$ cat config.mk
export PLATFORM = sky130hd
export DESIGN_NAME = program_counter
export DESIGN_NICKNAME = d
export VERILOG_FILES = /design/src/rtl/program_counter.sv
export SDC_FILE = /design/constraint.sdc
export NUM_CORES = 1
export LEC_CHECK = 0
export ABC_AREA = 1
export CAP_MARGIN = 10
export CORE_MARGIN = 3
export CORE_UTILIZATION = 44
export DETAILED_ROUTE_END_ITERATION = 8
export HOLD_SLACK_MARGIN = 0.15
export PLACE_DENSITY = 0.79
export SYNTH_ARGS = -nofsm -noshare
export SYNTH_HDL_FRONTEND = slang
export SYNTH_SLANG_ARGS = --single-unit
$ cat constraint.sdc
create_clock -name clk -period 1.9 [get_ports clk]
set_clock_uncertainty 0.2 [all_clocks]
set_input_delay 0.38 -clock clk [delete_from_list [all_inputs] [get_ports clk]]
set_output_delay 0.38 -clock clk [all_outputs]
set_load 0.03 [all_outputs]
$ cat src/rtl/program_counter.sv
// ============================================================================
// Module      : program_counter
// Description : Program counter register for the processor datapath. Each
//               rising edge applies the winning action, in the order
//               reset > load > increment > hold. The output is registered,
//               so no input reaches pc combinationally.
//               Optional feature macro: PC_WRAP_FLAG_EN (adds registered
//               'wrap' output, high for the cycle after an increment that
//               carried out of the top bit).
// Revision    : 1.0 - initial release
// ============================================================================
`default_nettype none

module program_counter #(
    parameter int               WIDTH       = 16,
    parameter logic [WIDTH-1:0] RESET_VALUE = '0,
    parameter logic [WIDTH-1:0] STEP        = WIDTH'(1)
) (
    input  logic             clk,
    input  logic             reset,
    input  logic             load,
    input  logic             increment,
    input  logic [WIDTH-1:0] data_in,
`ifdef PC_WRAP_FLAG_EN
    output logic             wrap,
`endif
    output logic [WIDTH-1:0] pc
);

    // One extra bit holds the carry out of the addition; it is only
    // observed when the wrap flag is built in.
    logic [WIDTH:0] w_sum;

    // Next sequential address plus its carry, computed unconditionally.
    always_comb begin
        w_sum = {1'b0, pc} + {1'b0, STEP};
    end

`ifdef PC_WRAP_FLAG_EN
    // Prioritised update of pc; wrap records the carry of a winning increment.
    always_ff @(posedge clk) begin
        if (reset) begin
            pc   <= RESET_VALUE;
            wrap <= 1'b0;
        end else if (load) begin
            pc   <= data_in;
            wrap <= 1'b0;
        end else if (increment) begin
            pc   <= w_sum[WIDTH-1:0];
            wrap <= w_sum[WIDTH];
        end else begin
            wrap <= 1'b0;
        end
    end
`else
    // Prioritised update of pc; the carry bit is intentionally unused here.
    always_ff @(posedge clk) begin
        if (reset) begin
            pc <= RESET_VALUE;
        end else if (load) begin
            pc <= data_in;
        end else if (increment) begin
            pc <= w_sum[WIDTH-1:0];
        end
    end

    // Carry is consumed only by the wrap flag build; tie it off explicitly.
    logic w_unused_carry;
    assign w_unused_carry = w_sum[WIDTH];
`endif

endmodule

`default_nettype wire

==> out/metrics.cfg <==
[cells_and_area]
multi_input_area_um2 = 614
reg_top3 = pc (16)
syn_to_final_growth_pct = 48.8
seqCellArea_um2 = 320
largest_register_ffs = 16
final_util_pct = 72.9
post_route_cells_drive_above_1_share_pct = 15.7
nets = 219
regMostFlops = pc
fill_cells = 172
layoutNonFillerInstCount = 224
n_antenna_cell = 0

[drt]
routedWlPerCell_um = 13.0
wl_um = 2910
dr.pass1.iters = 6
routed-via-count = 1158
drt_iter0_drc = 20
route.detailed.drc = 0
viasPerCell = 5.17
postRouteAntennaNets = 0

[global_route]
grt_pass1_wl_um = 4830
gr-usage-met1_pct = 28.1
grt.met3_usage_pct = 6.65
grt_pass1_vias = 1121
grt-busiest-layer = met2
grt.overflow.total = 0
grt.met2_usage_pct = 37.9
grt_start_max_net_pins = 12
antenna_found_initial = 0
grt_usage_pct = 23.1

[sta]
timing.hold.ws_ns = 0.408
period_needed_ns = 1.74
worstMarginPinSlew_ns = 0.328
final_max_slew_viol_count = 0
max-slew-margin-rel_pct = 78.1
grt_setup_unrepaired = false
finalSetupViolations = 0
hold_viol = 0
fmax_mhz = 574
setup_tns_ns = 0
min_period_over_period_pct = 91.6

[logic_synthesis]
async_reset_ff_share_pct = 0
synth-seq-cells = 16
syn_area_um2 = 1010
ys_seq_area_share_pct = 31.7
yosysTopAreaCell = dfxtp_1
ys_warn_count = 0
ys_top_cells_by_area = dfxtp_1 (32%), nand2_1 (13%), a22oi_1 (7.4%), nand3_1 (7.4%), a21oi_1 (6.4%)
synth_cells = 148
synth_edf_count = 0
netlist_top_cells_count = nand2_1 (34), dfxtp_1 (16), inv_1 (15), nand3_1 (15), a21oi_1 (13)
synthDistinctLibCells = 23
yosys_most_used_dff = dfxtp_1
synth.top_cell.area_share_pct = 31.7
yosysMostFrequentCell = nand2_1
synth_nets = 169
avgSynthCellArea_um2 = 6.83

[cts]
cts_max_level = 1
cts_root_buf = clkbuf_4
postCtsSetupRepairBufs = 0
cts_tree = built
insertion_delay_ns = 0.30
clock_path_buffers = 2
cts_buffers = 3
postCtsHoldBufs = 0
clk_pin_slew_worst_paths_ns = 0.09
numClockSinks = 16

[run_status]
status = finished, final reports clean

[floorplan]
initial_core_util_pct = 49.0
core_um2 = 2060
die_w_um = 53.9
die_area_um2 = 2910
die_h_um = 53.9
pin_count = 36
rows = 16

[worst_setup_path]
critical_path.max_stage_delay_ns = 0.44
start_kind = flop
crit_path_cell_trace = dlygate4sd2_1
crit_path_max_fanout = 6
arrival_ns = 1.16
cp_num_buf_inv = 1
end_kind = primary output
cp.required_ns = 1.32
critical_path_class = flop to primary output
critical_path.top_delay_family = flip-flops
cp_slowest_cell = dfxtp_1

[power]
power.density_nw_per_um2 = 555
power.total_uw = 835
power_leakage_uw = 0.000697
peakVddDrop_v = 0.000575

[placed_design]
hpwl_um = 2240
post-place-cells = 220
port_buffers = 35
gp_congestion = 0.903

[flow_run]
maxCapViolCount = 0

[worst_hold_path]
min-delay-path-class = flop to flop

[where the power goes]
group / total, uW / internal, uW / switching (uW)
logic: 222 / 105 / 117
registers: 378 / 356 / 21.9
clock network: 235 / 117 / 118
total: 835 / 578 / 256
[routing by layer]
| layer | vias to the layer above | routed length, um |
|---|---|---|
| li1 | 595 | - |
| met1 | 520 | 1280 |
| met2 | 37 | 1410 |
| met3 | 6 | 182 |
| met4 | 0 | 42 |
| met5 | - | 0 |
[layout by cell type (no fill, tap or decap), drive strengths merged]
master         count
inv               15
o21bai             4
nor2              15
a31oi              1
dfxtp             16
ha                 1
clkdlybuf4s50     19
nand4              3
dlygate4sd2       14
buf               14
nand2             38
dlymetal6s2s       2
xor2               5
o21ai              5
xnor2              2
nand3             16
clkbuf             4
a22oi             10
a21oi             13
[stage by stage]
stage	area, um2	setup slack (ns)
floorplan	1010	0.200
global placement	1480	0.138
detailed placement	1480	0.120
CTS	1500	0.00189
global route	1500	0.0896
finish	1500	0.159
[logic make-up after synthesis]
| family | count (synthesis) | share of synthesized area, % |
|---|---|---|
| AO/OA/AOI/OAI | 33 | 20.3 |
| XOR/XNOR | 7 | 6.06 |
| adder cells (fa/ha/maj) | 1 | 1.24 |
| buffers and inverters | 19 | 7.55 |
| flip-flops | 16 | 31.7 |
| AND/OR/NAND/NOR | 72 | 33.2 |
[area by class of cell]
class	instances	area share, %
Clock buffer	4	2.41
Inverter	15	3.74
Multi-Input combinational cell	113	40.8
Sequential cell	16	21.3
Tap cell	27	2.25
Timing Repair Buffer	49	29.5
[timing repair]
action | CTS | global route
endpoints found under the setup margin | 14 | 2
cloned | 0 | 0
resized for setup | 14 | 2
[final timing paths]
check              start  endpoint  cells past startpoint  slack [ns]
hold / removal    pc[15]    pc[15]                      4        0.41
setup / recovery   pc[9]     pc[9]                      1        0.16
hold reg to reg   pc[15]    pc[15]                      4        0.41
setup reg to reg   pc[0]    pc[10]                      8        0.28
Power figures use the tool's default switching activity.
